File: src/rtl/tag_stream_loader_pkg.sv
// Shared types and defaults for the tag stream loader: widths, state encoding
// and the bit-counter width helper.
package tag_loader_pkg;

    localparam int TAG_W_DEF     = 8;
    localparam int EVAL_WAIT_DEF = 1;
    localparam int WAIT_W        = 4;
    localparam int CNT_W_DEF     = $clog2(TAG_W_DEF + 1);

    typedef enum logic {
        SHIFT = 1'b0,
        EVAL  = 1'b1
    } state_t;

    function automatic int cnt_w(input int w);
        return $clog2(w + 1);
    endfunction

endpackage

File: src/rtl/tag_stream_loader_if.sv
// Serial-in / result-out handshake bundle. Both sides use valid/ready: a
// transfer happens on a rising edge where valid and ready are both high; the
// source holds its payload stable until then.
interface tag_stream_loader_if
    import tag_loader_pkg::*;
#(
    parameter int TAG_W = TAG_W_DEF
);
    logic             s_valid;
    logic             s_ready;
    logic             s_bit;
    logic             s_first;
    logic             m_valid;
    logic             m_ready;
    logic [TAG_W-1:0] m_tag;
    logic             m_result;

    modport master (
        output s_valid, s_bit, s_first, m_ready,
        input  s_ready, m_valid, m_tag, m_result
    );

    modport slave (
        input  s_valid, s_bit, s_first, m_ready,
        output s_ready, m_valid, m_tag, m_result
    );
endinterface

File: src/rtl/tag_stream_loader_deser.sv
// MSB-first deserialiser: shifts accepted bits, tracks the frame position and
// strobes word_done on the bit that completes a TAG_W-bit word.
module tag_deser
    import tag_loader_pkg::*;
#(
    parameter  int TAG_W = TAG_W_DEF,
    localparam int CW    = cnt_w(TAG_W)
) (
    input  logic             clk,
    input  logic             rst,
    input  logic             accept,
    input  logic             s_bit,
    input  logic             s_first,
    output logic [CW-1:0]    bit_cnt,
    output logic             word_done,
    output logic [TAG_W-1:0] word,
    output logic             frame_err
);
    // Only TAG_W-1 history bits are kept; the incoming bit completes the word.
    logic [TAG_W-2:0] shreg;

    assign word      = {shreg, s_bit};
    assign word_done = accept && !s_first && (bit_cnt == CW'(TAG_W - 1));

    always_ff @(posedge clk) begin
        if (rst) begin
            shreg     <= '0;
            bit_cnt   <= '0;
            frame_err <= 1'b0;
        end else begin
            frame_err <= accept && s_first && (bit_cnt != '0);
            if (accept) begin
                shreg <= word[TAG_W-2:0];
                if (s_first) begin
                    bit_cnt <= CW'(1);
                end else if (word_done) begin
                    bit_cnt <= '0;
                end else begin
                    bit_cnt <= bit_cnt + CW'(1);
                end
            end
        end
    end

endmodule

File: src/rtl/tag_stream_loader.sv
// Front end of the tag evaluator: holds each deserialised word on tag_o, waits
// EVAL_WAIT cycles for the verdict to settle, then offers {tag, verdict}.
module tag_stream_loader
    import tag_loader_pkg::*;
#(
    parameter int TAG_W     = TAG_W_DEF,
    parameter int EVAL_WAIT = EVAL_WAIT_DEF
) (
    input  logic                 clk,
    input  logic                 rst,
    tag_stream_loader_if.slave   bus,
    output logic [TAG_W-1:0]     tag_o,
    input  logic                 chk_i,
    output logic                 frame_err,
    output state_t               dbg_state
);
    localparam int CW = cnt_w(TAG_W);

    state_t             state, state_nxt;
    logic [WAIT_W-1:0]  wait_cnt;
    logic [CW-1:0]      bit_cnt;
    logic               accept;
    logic               word_done;
    logic               sample;
    logic [TAG_W-1:0]   word;

    // The completing bit waits while an unread result still occupies the slot.
    assign bus.s_ready = !rst && (state == SHIFT) &&
                         !((bit_cnt == CW'(TAG_W - 1)) && bus.m_valid && !bus.m_ready);
    assign accept      = bus.s_valid && bus.s_ready;
    assign dbg_state   = state;

    tag_deser #(.TAG_W(TAG_W)) u_deser (
        .clk       (clk),
        .rst       (rst),
        .accept    (accept),
        .s_bit     (bus.s_bit),
        .s_first   (bus.s_first),
        .bit_cnt   (bit_cnt),
        .word_done (word_done),
        .word      (word),
        .frame_err (frame_err)
    );

    always_ff @(posedge clk) begin
        if (rst) begin
            state <= SHIFT;
        end else begin
            state <= state_nxt;
        end
    end

    always_comb begin
        state_nxt = state;
        sample    = 1'b0;
        case (state)
            SHIFT: if (word_done) state_nxt = EVAL;
            EVAL: begin
                if (wait_cnt == WAIT_W'(EVAL_WAIT - 1)) begin
                    sample    = 1'b1;
                    state_nxt = SHIFT;
                end
            end
        endcase
    end

    always_ff @(posedge clk) begin
        if (rst) begin
            tag_o        <= '0;
            wait_cnt     <= '0;
            bus.m_valid  <= 1'b0;
            bus.m_tag    <= '0;
            bus.m_result <= 1'b0;
        end else begin
            if (word_done) begin
                tag_o    <= word;
                wait_cnt <= '0;
            end else if (state == EVAL) begin
                wait_cnt <= wait_cnt + WAIT_W'(1);
            end
            // The slot is guaranteed empty at sample time, so no result is overwritten.
            if (sample) begin
                bus.m_valid  <= 1'b1;
                bus.m_tag    <= tag_o;
                bus.m_result <= chk_i;
            end else if (bus.m_valid && bus.m_ready) begin
                bus.m_valid  <= 1'b0;
            end
        end
    end

endmodule
File: src/flat_wrapper.sv
// flat-port wrapper written by rule: the top's interface ports become plain ports
module tag_stream_loader_flat import tag_loader_pkg::*;
#(
    parameter int TAG_W     = TAG_W_DEF,
    parameter int EVAL_WAIT = EVAL_WAIT_DEF
)
  (clk, rst, tag_o, chk_i, frame_err, dbg_state, bus_s_valid, bus_s_bit, bus_s_first, bus_m_ready, bus_s_ready, bus_m_valid, bus_m_tag, bus_m_result);
  tag_stream_loader_if #(.TAG_W(TAG_W)) bus_i ();
  input  logic clk;
  input  logic rst;
  output logic [TAG_W-1:0] tag_o;
  input  logic chk_i;
  output logic frame_err;
  output state_t dbg_state;
  input wire logic [$bits(bus_i.s_valid)-1:0] bus_s_valid;
  input wire logic [$bits(bus_i.s_bit)-1:0] bus_s_bit;
  input wire logic [$bits(bus_i.s_first)-1:0] bus_s_first;
  input wire logic [$bits(bus_i.m_ready)-1:0] bus_m_ready;
  output wire logic [$bits(bus_i.s_ready)-1:0] bus_s_ready;
  output wire logic [$bits(bus_i.m_valid)-1:0] bus_m_valid;
  output wire logic [$bits(bus_i.m_tag)-1:0] bus_m_tag;
  output wire logic [$bits(bus_i.m_result)-1:0] bus_m_result;
  assign bus_i.s_valid = bus_s_valid;
  assign bus_i.s_bit = bus_s_bit;
  assign bus_i.s_first = bus_s_first;
  assign bus_i.m_ready = bus_m_ready;
  assign bus_s_ready = bus_i.s_ready;
  assign bus_m_valid = bus_i.m_valid;
  assign bus_m_tag = bus_i.m_tag;
  assign bus_m_result = bus_i.m_result;
  tag_stream_loader #(.TAG_W(TAG_W), .EVAL_WAIT(EVAL_WAIT)) u_core (.clk(clk), .rst(rst), .bus(bus_i), .tag_o(tag_o), .chk_i(chk_i), .frame_err(frame_err), .dbg_state(dbg_state));
endmodule
File: config.mk
export PLATFORM = sky130hd
export DESIGN_NAME = tag_stream_loader_flat
export DESIGN_NICKNAME = d
export VERILOG_FILES = /design/src/rtl/tag_stream_loader_pkg.sv /design/src/rtl/tag_stream_loader_if.sv /design/src/rtl/tag_stream_loader_deser.sv /design/src/rtl/tag_stream_loader.sv /design/src/flat_wrapper.sv
export SDC_FILE = /design/constraint.sdc
export NUM_CORES = 1
export LEC_CHECK = 0
export CAP_MARGIN = 20
export CORE_ASPECT_RATIO = 0.8
export CORE_MARGIN = 10
export CORE_UTILIZATION = 55
export DETAILED_ROUTE_END_ITERATION = 16
export GPL_TIMING_DRIVEN = 0
export PLACE_DENSITY_LB_ADDON = 0.2
export SLEW_MARGIN = 10
export SYNTH_ARGS = -nofsm -noshare
export SYNTH_HDL_FRONTEND = slang
export SYNTH_SLANG_ARGS = --single-unit
File: constraint.sdc
create_clock -name clk -period 3.24 [get_ports clk]
set_input_delay 0.324 -clock clk [delete_from_list [all_inputs] [get_ports clk]]
set_output_delay 0.324 -clock clk [all_outputs]
set_load 0.03 [all_outputs]
### After elaboration in Yosys (flattened, before gate mapping)

Cells that the tools add are included.

| storage, ports and cells | value |
|---|---|
| bits in writable memories | 0 |
| output and inout bits | 21 |
| memories kept | 0 |
| word-level logic and storage cells | 40 |
| latch bits | 0 |
| register bits | 35 |
| input bits | 7 |
| bits in read-only memories | 0 |

| operators by class | value |
|---|---|
| shift operators | 0 |
| divide/modulo/power cells | 0 |
| eq/ne operators | 1 |
| multiplexer cells | 9 |
| $mul | 0 |
| reduce and logical (&&, ||, !) cells | 18 |
| order comparisons | 0 |
| $add $sub $neg | 2 |
| bitwise gates (word level) | 1 |

Operators by type and width:

| operator | number |
|---|---|
| $logic_and A1 B1 Y1 | 10 |
| $add A4 B1 Y4 const B | 2 |
| $mux W4 | 2 |
| $mux W1 | 6 |
| $eq A4 B3 Y1 const B | 1 |
| $logic_not A1 Y1 | 4 |
| $logic_not A4 Y1 | 1 |
| $reduce_bool A4 Y1 | 1 |
| $pmux W1 S2 | 1 |
| $reduce_bool A2 Y1 | 1 |
| $reduce_or A2 Y1 | 1 |
| $not A1 Y1 | 1 |

### Longest topological paths before layout

Gate-level depths: netlist of run 1.

| depth | value |
|---|---|
| word-level depth | 10 |
| gate-level depth with buffers | 6 |
| mapped depth without buffers | 5 |

### Cells and area by module

A second synthesis of run 1 with hierarchy kept.

| unflattened totals | value |
|---|---|
| cell total of the unflattened synthesis | 151 |
| area, all modules | 1534.0 um2 |

By module, submodules not included:

| module | instances | cells an instance | sequential area each (um2) | area each (um2) |
|---|---|---|---|---|
| tag_stream_loader | 1 | 97 | 460.4 | 1023.5 |
| tag_deser | 1 | 54 | 240.2 | 510.5 |

### Worst setup path before layout of run 1

OpenSTA, ideal clock, no wires.

| timing path | value |
|---|---|
| path type | register -> output |
| start | register u_core.u_deser.bit_cnt[0] |
| end | output bus_s_ready |
| arrival | 1.610 ns |
| path slack | 1.306 ns |
| path buffers | 0 |
| required time | 2.916 ns |
| cell stages (with the launch flop) | 4 |
| path through | dfxtp_1 > ha_1 > and3b_1 > a211oi_1 |

| between the ends | value |
|---|---|
| cells in the longest elaborated chain, start to end | 5 |

Ends and longest elaborated chain:

| element | line | source |
|---|---|---|
| from (decl) | tag_stream_loader_deser.sv:14 | `output logic [CW-1:0] bit_cnt,` |
| from (signal assigned) | tag_stream_loader_deser.sv:39 | `bit_cnt <= bit_cnt + CW'(1);` |
| $eq A4 B3 Y1 | tag_stream_loader.sv:29 | `!((bit_cnt == CW'(TAG_W - 1)) && bus.m_valid && !bus.m_ready);` |
| $logic_and A1 B1 Y1 (2 in series) | tag_stream_loader.sv:29 |  |
| $logic_not A1 Y1 | tag_stream_loader.sv:29 |  |
| $logic_and A1 B1 Y1 | tag_stream_loader.sv:28 | `assign bus.s_ready = !rst && (state == SHIFT) &&` |
| to (decl) | flat_wrapper.sv:19 | `output wire logic [$bits(bus_i.s_ready)-1:0] bus_s_ready;` |

No other way between the ends.

### Final worst setup path of run 1

Ends and elaborated chain as after synthesis.

==> run metrics, run 1 <==
cts bufs inserted 5; register area share after synthesis between 40% and 50%; Cell Pwr Density roughly 370 mW/mm^2; root buffer cell clkbuf_4; nets approximately 220; fin crit period about 2500 ps; gr ovfl total 0; Initial Util a little under three fifths; reg2reg path depth 4; number of synthesized flops with an enable pin 0; Max VDD drop 0.303 mV; most frequent cells in the layout dfxtp_1, clkdlybuf4s50_1, a21oi_1, nand2_1, nand2b_1; Levels on crit path 4; vias in the first global route between 1k and 1.5k; detailed placer's ending HPWL between 2000 and 3000 um; Die Area approximately 0.0054 mm^2; CTS sink cnt 35; Synth Net Count 181; Post-Syn Area per Cell just over 9 um^2; Top FF cell, synth dfxtp_1; diode count 0; slowest stage delay, CP 710 ps; Hold Crit Class register to register; endpoints failing setup 0; async set or reset register ratio after synthesis 0%; Req. time, crit path between 2000 and 3000 ps; First-pass DRT Iterations 4; area delta synth->final 23.5%; R2R Path Start u_core.u_deser.bit_cnt[0]; commonest non-fill, non-tap cell in the layout dfxtp_1; endpoints failing hold 0; Reg-to-Reg End u_core.u_deser.shreg[4]; Worst slew margin 69.5%; worst skew pair latency ~330 ps; WL final 3520 um; Worst Setup EP bus_s_ready; multi-input gate area in the final layout 772 um^2; library cells used by synthesis 36; clock slew at reported path FFs 110 ps; Critical-path top delay cell clkdlybuf4s50_1; worst path bufs/invs 1; cts hold-fix bufs 0; post-DR wirelength/cell around 15 um; Worst EP arrival 2220 ps; Residual DRC 0; Synth Instances 170; Area after DPL around 0.0019 mm^2; Post-Syn Area around 0.0016 mm^2; status completed; P_leak just under 0.7 nW; min-delay src u_core.bus.m_tag[7]; port bufs 27; Worst Skew between 9 and 10 ps; standard-cell rows 17; antenna-violating nets left 0; Synth Register Bits 35; Routability Congestion between 0.8 and 0.9; postcts setup bufs 0; post_cts resized 0; H-tree Lvls 2; crit start category register; fin area 0.00195 mm^2; via count approximately 1.3k; crit path kind register to output port; yosys warns 0; r2r setup slk roughly 1700 ps; crit-path cells ha_1 > and3b_1 > a211oi_1 > clkdlybuf4s50_1; Worst Setup SP u_core.u_deser.bit_cnt[0]; fin. max-slew vios 0; Die H 67.9 um; I/O pin count 28; CORE AREA roughly 0.0028 mm^2; Die Width ~80 um; global-route wire length before repair 6120 um; delay-heaviest family, CP buffers and inverters; CTS tree built; via/cell ratio between 5 and 6; antenna violations before repair 0; fmax roughly 0.4 GHz; MaxCap Viol Count 0; register area 701 um^2; Critical Path Fanout Max 7; largest net degree at the start of global routing 12; Tot GR Track Use roughly 14%; clk buf depth 2; fillers roughly 230; layout cells sized above 1 under 10%; RSZ-0062 raised after global routing false; setup TNS 0 ps; Worst Tran Pin Value between 400 and 500 ps; fin crit share between 70% and 80%; Detailed Route Iter0 Violations just over 60; crit end category output port
-- where the power goes --
part           total [W]  switching, W  internal, W
Sequential      0.000437    0.00000369     0.000434
Combinational  0.0000489     0.0000266    0.0000223
Clock           0.000231      0.000147    0.0000838
Total           0.000717      0.000177     0.000540
-- stage by stage --
step / utilization [%] / hold WS [ps] / setup slack (ps) / cells / power (W)
floorplan: - / 447 / 1310 / 170 / 0.000477
global placement: 68.6 / 441 / 723 / 235 / 0.000493
detailed placement: 68.6 / 451 / 714 / 235 / 0.000495
CTS: 70.6 / 467 / 688 / 243 / 0.000721
global route: 70.6 / 488 / 605 / 243 / 0.000746
finish: 70.6 / 465 / 700 / 243 / 0.000717
-- sequential cells by signal (all words and copies together), names as in the netlist --
name and count:
u_core.bus.m_valid 1, u_core.dbg_state 1, u_core.u_deser.shreg 7, u_core.bus.m_result 1, u_core.wait_cnt 4, u_core.tag_o 8, u_core.u_deser.frame_err 1, u_core.u_deser.bit_cnt 4
u_core.bus.m_tag 8
-- layout make-up --
cell class	instances	area share [%]
Sequential cell	35	35.9
Tap cell	38	2.44
Clock inverter	2	0.641
Buffer	14	4.55
Inverter	5	0.962
Clock buffer	6	2.12
Multi-Input combinational cell	116	39.6
Timing Repair Buffer	27	13.8
-- Yosys cell counts, types with 2 or more instances --
cell	count	area share, %
nand2b_1	12	4.8
a21oi_1	19	6.0
mux2i_1	9	5.7
nor4bb_1	2	1.3
buf_2	5	1.6
o21ai_1	3	0.95
nor3_1	6	1.9
clkbuf_1	3	0.71
buf_6	3	2.1
nand4bb_1	2	1.4
inv_1	5	1.2
nand2_1	19	4.5
nand4_1	9	3.6
nor2b_1	3	1.2
xor2_1	2	1.1
dfxtp_1	35	44
ha_1	4	3.2
o31ai_1	9	4.3
buf_4	2	0.95
nor2_1	2	0.48
-- layer usage --
metal	vias up	global-route usage, %	routed length, um
met1	606	16.7	1580
met3	7	4.45	218
met5	-	0	0
met4	0	4.82	41
li1	671	-	-
met2	29	23.3	1680
-- worst register-to-register path, cell delays in order, from the launching register on --
cell	delay, ps
dfxtp_1	390
ha_1	290
and3b_1	250
a21oi_4	350
mux2i_1	230
-- worst min-delay path by stage --
stage | to | cells after the start | slack, ps
2_1_floorplan | u_core.tag_o[1] | 2 | 450
3_3_place_gp | u_core.bus.m_tag[5] | 2 | 440
3_5_place_dp | u_core.bus.m_tag[4] | 2 | 450
4_1_cts | u_core.bus.m_tag[4] | 2 | 470
5_1_grt | u_core.bus.m_tag[4] | 2 | 490
6_report | u_core.bus.m_tag[7] | 2 | 470
-- logic make-up after synthesis --
family	count (synthesis)	synth area share, %
buffers and inverters	19	6.81
multiplexers	9	5.70
AND/OR/NAND/NOR	61	22.2
flip-flops	35	44.3
AO/OA/AOI/OAI	39	16.1
XOR/XNOR	3	1.66
adder cells (fa/ha/maj)	4	3.17
No activity file was read; power rests on OpenSTA's default activity.
==> run 2: changes to the inputs <==
Settings changed: CORE_UTILIZATION 55 to 51.
Clock period 3.24 ns to 2.55 ns, I/O delays scaled along.
==> run metrics, run 2 (same netlist as run 1, synthesis figures left out) <==
status completed; delay-heaviest family, CP buffers and inverters; P_leak 0.707 nW (+3.4%); GR peak layer met2; endpoints failing setup 0 (unchanged); commonest non-fill, non-tap cell in the layout dfxtp_1; post-DR wirelength/cell 15.3 um (+5.8%); met2 usage 20.5% (-2.8 points); postcts setup bufs 0 (unchanged); Die Width 82.2 um (+2.9%); port bufs 27 (unchanged); Worst EP arrival 2180 ps (-40 ps); fmax 0.411 GHz; Top Registers u_core.bus.m_tag: 8 flops, u_core.tag_o: 8 flops, u_core.u_deser.shreg: 7 flops; slowest stage delay, CP 720 ps (about the same); crit-path cells ha_1 > and3b_1 > a211oi_1 > clkdlybuf4s50_1; fillers 227 (-0.44%); standard-cell rows 17 (unchanged); cts bufs inserted 5 (unchanged); diode count 0 (unchanged); fin crit share 95.4%; via count 1347 (+2.6%); via/cell ratio 5.57 (+3.0%); worst skew pair latency 280 ps (-50 ps); MaxCap Viol Count 0 (unchanged); crit end category output port; met1 Use GR 16.6% (-0.074 points); Tot GR Track Use 13.4% (-0.52 points); crit path kind register to output port; antenna-violating nets left 0 (unchanged); Hold Crit Class register to register; Critical-path top delay cell clkdlybuf4s50_1; CTS sink cnt 35 (unchanged); fin crit period between 2000 and 2500 ps; Detailed Route Iter0 Violations 64 (+3.2%); WHS 454 ps (-10.9 ps); detailed placer's ending HPWL 2790 um (+3.2%); nets 215 (unchanged); Residual DRC 0 (unchanged); Routability Congestion 0.844 (+0.60%); area delta synth->final 26.6%; fin. max-slew vios 0 (unchanged); H-tree Lvls 2 (unchanged); gr ovfl total 0 (unchanged); Die Area 0.00574 mm^2 (+5.7%); Worst Skew 7.27 ps (-1.74 ps); worst path bufs/invs 1 (unchanged); register area 701 um^2 (unchanged); CTS tree built; Worst Tran Pin Value 490 ps (+32.5 ps); RSZ-0062 raised after global routing false; layout cells sized above 1 9.31% (-0.44 points); cts hold-fix bufs 0 (unchanged); largest net degree at the start of global routing 11 (-1); Max VDD drop 0.368 mV (+21%); WL final 3710 um (+5.4%); Cell Pwr Density 545 mW/mm^2 (+48%); multi-input gate area in the final layout 772 um^2 (unchanged); antenna violations before repair 0 (unchanged); Req. time, crit path 2300 ps (-620 ps); I/O pin count 28 (unchanged); endpoints failing hold 0 (unchanged); clk buf depth 2 (unchanged); global-route wire length before repair 6110 um (-0.11%); CORE AREA 0.00287 mm^2 (+3.8%); post_cts resized 0 (unchanged); First-pass DRT Iterations 4 (unchanged); crit start category register; vias in the first global route 1297 (+1.1%); met3 GRT Util 4.26% (-0.19 points); clock slew at reported path FFs 70 ps (-40 ps); most frequent cells in the layout dfxtp_1, clkdlybuf4s50_1, a21oi_1, nand2_1, nand2b_1; Initial Util 55.0% (-2.1 points); Worst slew margin 67.3% (-2.2 points); Die H 69.8 um (+2.7%); Critical Path Fanout Max 7 (unchanged); root buffer cell clkbuf_8; setup TNS 0 ps (unchanged)
## run 2: report_power, final
part	leakage, nW	total, W	switching (W)	internal [W]
logic	0.373	0.0000635	0.0000349	0.0000286
clock network	0.0513	0.000471	0.000184	0.000286
registers	0.283	0.000556	0.00000437	0.000551
total	0.707	0.00109	0.000224	0.000866
## run 2: cell type report
| type | instances | share of cell area [%] |
|---|---|---|
| sequential | 35 | 35.0 |
| clock buffer | 6 | 3.63 |
| multi-input combinational | 116 | 38.6 |
| tap | 38 | 2.38 |
| timing repair buffer | 27 | 13.5 |
| buffer | 14 | 4.44 |
| inverter | 5 | 0.938 |
| clock inverter | 1 | 1.50 |
## run 2: worst paths after layout
path	slack, ps	end	start	cells past startpoint
worst min-delay path	450	u_core.bus.m_tag[7]	u_core.bus.m_tag[7]	2
worst max-delay path	120	bus_s_ready	u_core.u_deser.bit_cnt[0]	4
worst max register to register	980	u_core.u_deser.shreg[3]	u_core.u_deser.bit_cnt[0]	4
worst min register to register	450	u_core.bus.m_tag[7]	u_core.bus.m_tag[7]	2
## run 2: metal layers
layer  vias up  wire length [um]  share of wire [%]
li1        674                 -                  -
met1       639              1730                 47
met2        28              1710                 46
met3         6               221                6.0
met4         0                53                1.4
met5         -                 0                  0
## run 2: metrics by stage
step	setup slack, ps	total power (W)	util [%]	cell area, um^2	cells
after floorplan	685	0.000606	-	1580	170
after global placement	161	0.000627	66.1	1900	235
after detailed placement	157	0.000631	66.1	1900	235
after CTS	97.5	0.00110	69.7	2000	242
after global routing	49.7	0.00113	69.7	2000	242
final	118	0.00109	69.7	2000	242
## run 2: worst min-delay path, stage by stage (launching register included)
cell and delay (ps):
dfxtp_1 310, nand2_1 50, a21oi_1 50
==> run 3: changes to the inputs <==
Settings changed: CORE_MARGIN 10 to default.
==> run metrics, run 3 (same netlist as run 1, synthesis figures left out) <==
status completed; standard-cell rows 17 (unchanged); Die Width 64.2 um (-22%); Reg-to-Reg End u_core.u_deser.shreg[4]; H-tree Lvls 2 (unchanged); antenna violations before repair 0 (unchanged); crit start category primary input; largest net degree at the start of global routing 12 (+1); layout cells sized above 1 9.76% (+0.44 points); fin crit period 2080 ps (-355 ps); Worst EP arrival 1820 ps (-360 ps); via/cell ratio 5.40 (-3.1%); root buffer cell clkbuf_8; First-pass DRT Iterations 4 (unchanged); crit end category output port; DP Cell Count 235 (unchanged); Worst slew margin 66.6% (-0.70 points); Net Sw Frac 23.8% (+3.3 points); Seq pwr share 55.0% (+4.0 points); setup TNS 0 ps (unchanged); Worst Tran Pin Value 501 ps (+10.6 ps); hold path cells 2 (unchanged); combinational power share 6.2% (+0.4 points); fin crit share 81.5% (-14 points); WHS Endpoint u_core.bus.m_tag[1]; CTS sink cnt 35 (unchanged); Critical Path Fanout Max 10 (+3); clk buf depth 2 (unchanged); antenna-violating nets left 0 (unchanged); MaxCap Viol Count 0 (unchanged); fin. max-slew vios 0 (unchanged); via count 1311 (-2.7%); RSZ-0062 raised after global routing false; global-route wire length before repair 5780 um (-5.5%); endpoints failing setup 0 (unchanged); Cell Pwr Density 509 mW/mm^2 (-6.6%); nets 215 (unchanged); cts bufs inserted 5 (unchanged); cts hold-fix bufs 0 (unchanged); Top Registers u_core.bus.m_tag: 8 flops, u_core.tag_o: 8 flops, u_core.u_deser.shreg: 7 flops; vias in the first global route 1247 (-3.9%); fmax 0.481 GHz (+17%); r2r setup slk 980 ps (about the same); min-delay src u_core.bus.m_tag[1]; Layout Cells excl Fill 243 (+0.41%); Routability Congestion 0.806 (-4.5%); post-DR wirelength/cell 14.5 um (-5.6%); Max VDD drop 0.387 mV (+5.3%); commonest non-fill, non-tap cell in the layout dfxtp_1; Initial Util 55.4% (+0.41 points); WL final 3520 um (-5.2%); CTS tree built; endpoints failing hold 0 (unchanged); CORE AREA 0.00285 mm^2 (-0.74%); port bufs 27 (unchanged); switching power 0.000240 W (+7.4%); fillers 229 (+0.88%); area delta synth->final 25.7%; worst skew pair latency 290 ps (about the same); Worst Skew 6.88 ps (-0.385 ps); R2R Path Start u_core.u_deser.bit_cnt[0]; Clock power frac 38.8% (-4.4 points); reg2reg path depth 4 (unchanged); P_leak 0.706 nW (-0.13%); Detailed Route Iter0 Violations 60 (-6.3%); I/O pin count 28 (unchanged); Req. time, crit path 2300 ps (about the same); most frequent cells in the layout dfxtp_1, clkdlybuf4s50_1, a21oi_1, nand2_1, nand2b_1; Worst Setup SP rst; internal power 0.000770 W (-11%); Residual DRC 0 (unchanged); detailed placer's ending HPWL 2580 um (-7.5%); diode count 0 (unchanged); Die Area 0.00333 mm^2 (-42%); Die H 51.8 um (-26%); crit path kind primary input to output port; clock slew at reported path FFs 70 ps (about the same); gr ovfl total 0 (unchanged); Hold Crit Class register to register; Tot GR Track Use 23.3% (+9.9 points)
## run 3: changes by cell type in the layout (fill, tap and decap cells not counted), sizes merged
cell	before	now
dlymetal6s2s	0	1
bufinv	1	0
clkinv	0	1
clkdlybuf4s50	27	26
clkinvlp	0	1
## run 3: how the worst max path moves through the flow
stage,end,slack [ps],cells past startpoint
after floorplan,bus_s_ready,680,3
after global placement,bus_s_ready,170,5
after detailed placement,bus_s_ready,160,5
after CTS,bus_s_ready,130,4
after global routing,bus_s_ready,380,4
final,bus_s_ready,470,5
## run 3: final cells by class
| cell class | instances | area, um^2 | share of cell area [%] |
|---|---|---|---|
| multi-input combinational | 116 | 772 | 38.9 |
| sequential | 35 | 701 | 35.3 |
| timing repair buffer | 27 | 273 | 13.7 |
| buffer | 14 | 88.8 | 4.47 |
| clock buffer | 6 | 72.6 | 3.65 |
| tap | 38 | 47.5 | 2.39 |
| inverter | 5 | 18.8 | 0.945 |
| clock inverter | 2 | 12.5 | 0.630 |
## run 3: power by group through the flow
stage	clock, W	sequential (W)	combinational, W
final	0.000392	0.000555	0.0000628
after global routing	0.000418	0.000556	0.0000684
after CTS	0.000398	0.000555	0.0000624
after detailed placement	0	0.000568	0.0000610
after global placement	0	0.000567	0.0000598
after floorplan	0	0.000567	0.0000383
## run 3: timing repair
item | CTS | global route
endpoints found under the setup margin | 0 | 1
setup buffers | 0 | 0
resized for setup | 0 | 1
## run 3: per-layer routing
layer	wire (um)	up-vias	GRT usage [%]
li1	-	671	-
met2	1640	33	39.9
met4	63	0	11.9
met3	143	8	5.48
met1	1670	599	27.7
met5	0	-	0
## run 3: metrics by stage
stage | total power, W | instance area [um^2] | hold slack (ps) | setup WS, ps | util [%]
floorplan | 0.000606 | 1580 | 391 | 685 | -
finish | 0.00101 | 1990 | 459 | 473 | 69.7
global placement | 0.000627 | 1900 | 441 | 167 | 66.6
CTS | 0.00102 | 1980 | 463 | 134 | 69.6
detailed placement | 0.000629 | 1900 | 454 | 162 | 66.6
global route | 0.00104 | 1990 | 491 | 376 | 69.7
## run 3: critical path, stage by stage
cell and delay [ps]:
clkdlybuf4s50_1 510, buf_2 250, buf_1 430, a211oi_1 110, dlymetal6s2s_1 270
==> RTL change: new RTL, flow settings as in run 3 <==
The package constant `WAIT_W` goes from 4 to 6.
--- a/src/rtl/tag_stream_loader_pkg.sv
+++ b/src/rtl/tag_stream_loader_pkg.sv
@@ -4,7 +4,7 @@
 
     localparam int TAG_W_DEF     = 8;
     localparam int EVAL_WAIT_DEF = 1;
-    localparam int WAIT_W        = 4;
+    localparam int WAIT_W        = 6;
     localparam int CNT_W_DEF     = $clog2(TAG_W_DEF + 1);
 
     typedef enum logic {
Formal check against the unedited RTL: no difference found for any inputs over 10 cycles, from zero or initial values and one cycle with rst high; that may be too few to reach the edited logic, so the function may still have changed.
==> RTL change against run 3 <==
  * Wire length is 12% higher
  * Cell area is 4.2% higher
  * Power is 16% higher
  * Setup slack better by 28 ps
  * Hold slack better by 22 ps
  * Sequential cell count is 2 higher
  * Synthesized area is 3.2% higher
  * Clock power is 33% higher
  * Critical endpoint unchanged
==> RTL change: results (changes against run 3) <==
** Finish
- The clock buffer count was 7 (+1).
- Ratio of cells with drive above 1 in the final layout :: 0.07805 (-0.01951)
- The total of plain and repair buffers excluding clock buffers is 38 (-7.3%).
- Number of filler cells placed in the layout :: 231 (+0.87%)
- Logic inverters :: 8 (+3)
- The number of multi-input combinational cells is 114 (-1.7%).
- The buffering overhead was 0.1542 (-0.02793).
- Final non-filler cell area :: 2069 sq um (+4.2%)
- The proportion of cell area occupied by multi-input gates was 0.3942 (+0.005412).
- Clock network share of area :: 0.05623 (+0.01338)
- Sequential cell area :: 740.7 sq um (+5.7%)

** Setup path
- The largest driver fanout on the critical path is 5 (-5).
- Maximum cell stage delay along the critical path :: 340 ps (-170 ps)
- Slowest cell on crit path :: dfxtp_1
- Crit path max-delay family :: buffers and inverters
- Arrival time of the worst setup path :: 1790 ps (-30 ps)

** Detailed routing
- Overall via count from detail_route :: 1405 (+7.2%)
- The iteration-0 DRC count of the detailed router is 199 (+230%).
- Wirelength, routed :: 3938 um (+12%)
- Number of iterations in the first detailed-routing pass :: 4 (unchanged)
- The average wire length per cell after detail routing came to 16.21 um (+12%).

** Power and ir drop
- Net load switching power :: 0.2425 mW (+0.90%)
- The clock network fraction of design power came to 0.447 (+0.059).
- The reported clock group power came to 0.523 mW (+33%).
- Largest voltage drop on the vdd net :: 0.4118 mV (+6.4%)
- The reported leakage power came to 0.7304 nW (+3.5%).
- The power dissipated in combinational cells came to 0.0601 mW (-4.3%).

** Placement
- Routability-driven placement congestion ratio :: 0.8807 (+9.3%)
- The post-DP HPWL was 2725 um (+5.4%).
- The area after detailed placement is 1949 sq um (+2.7%).
- Post-place setup slack :: 6.178 ps (-155.4 ps)

** Synth
- Top cells by area in the synthesized netlist :: dfxtp_1, mux2i_1, nand2b_1
- The number of unique standard cell types used by synthesis was 40 (+11%).
- Counting instances in the post-synthesis netlist gives the leading cell types as dfxtp_1, a21oi_1, nand2b_1.
- The number of register bits inferred by synthesis was 37 (+5.7%).
- Cells after Synth :: 170 (unchanged)
- The share of synthesized area occupied by flip-flops and latches was 0.4540 (+0.01060).

** Clocking
- Clock Pin Slew Worst Setup and Hold Paths :: 70 ps (about the same)
- Clock buffers created by TritonCTS :: 5 (unchanged)
- For the worst-skew pair, the clock arrives at the later sink with an insertion delay of 300 ps.

** STA
- Setup clock skew after layout :: 2.580 ps (-4.305 ps)
- The transition time at the pin with the least slew margin was 657.2 ps (+156.4 ps).

** Run status
- Status :: finished, final reports clean

** Global routing
- The via count of the first global-routing pass was 1335 (+7.1%).
- The maximum number of pins on one net before global-route repair came to 12 (unchanged).
- Wire length of the first global-routing pass :: 6561 um (+14%)
- Total Routing Usage GR :: 0.2683 (+0.03487)
- Number of antenna violations at the first check in global routing :: 0 (unchanged)

** Hold path
- Hold Path Class :: reg -> reg

** Floorplan
- Core area :: 2893 sq um (+1.5%)
-- RTL change: cell types whose count changed in the layout (fill, tap and decap cells not counted), sizes merged, moves of 5 or more --
cell | before | now
nand2 | 19 | 3
buf | 11 | 3
nand3 | 1 | 9
o21ai | 4 | 11
a21oi | 20 | 14
clkbuf | 9 | 15
nand4 | 9 | 4
o31ai | 9 | 4
-- RTL change: repair_timing --
| item | 4_1_cts | 5_1_grt |
|---|---|---|
| hold endpoints to repair | 0 | 0 |
| setup endpoints to repair | 0 | 1 |
| gates resized for setup | 0 | 3 |
| hold buffers | 0 | 0 |
-- RTL change: kinds of logic after synthesis --
group / count (synthesis) / synth area share
and+or+nand+nor: 52 / 0.2101
AOI/OAI and AO/OA: 41 / 0.1572
DFF: 37 / 0.4540
buffers and inverters: 19 / 0.04601
muxes: 13 / 0.08052
xor gates and xnor gates: 4 / 0.02148
adders and majority gates: 4 / 0.03068
-- RTL change: per-layer routing --
layer | part of all wire | track usage | wire, um
met4 | 0.014 | 0.1196 | 55
met1 | 0.47 | 0.3297 | 1840
met2 | 0.46 | 0.4141 | 1824
met3 | 0.055 | 0.1065 | 218
met5 | 0 | 0 | 0
-- RTL change: path summary, 6_finish.rpt --
| check | start | endpoint | slack, ps | cells past startpoint |
|---|---|---|---|---|
| setup / recovery | u_core.u_deser.bit_cnt[0] | bus_s_ready | 500 | 5 |
| hold / removal | u_core.bus.m_tag[4] | u_core.bus.m_tag[4] | 480 | 2 |
| setup reg to reg | u_core.u_deser.bit_cnt[1] | u_core.tag_o[5] | 590 | 4 |
| hold reg to reg | u_core.bus.m_tag[4] | u_core.bus.m_tag[4] | 480 | 2 |
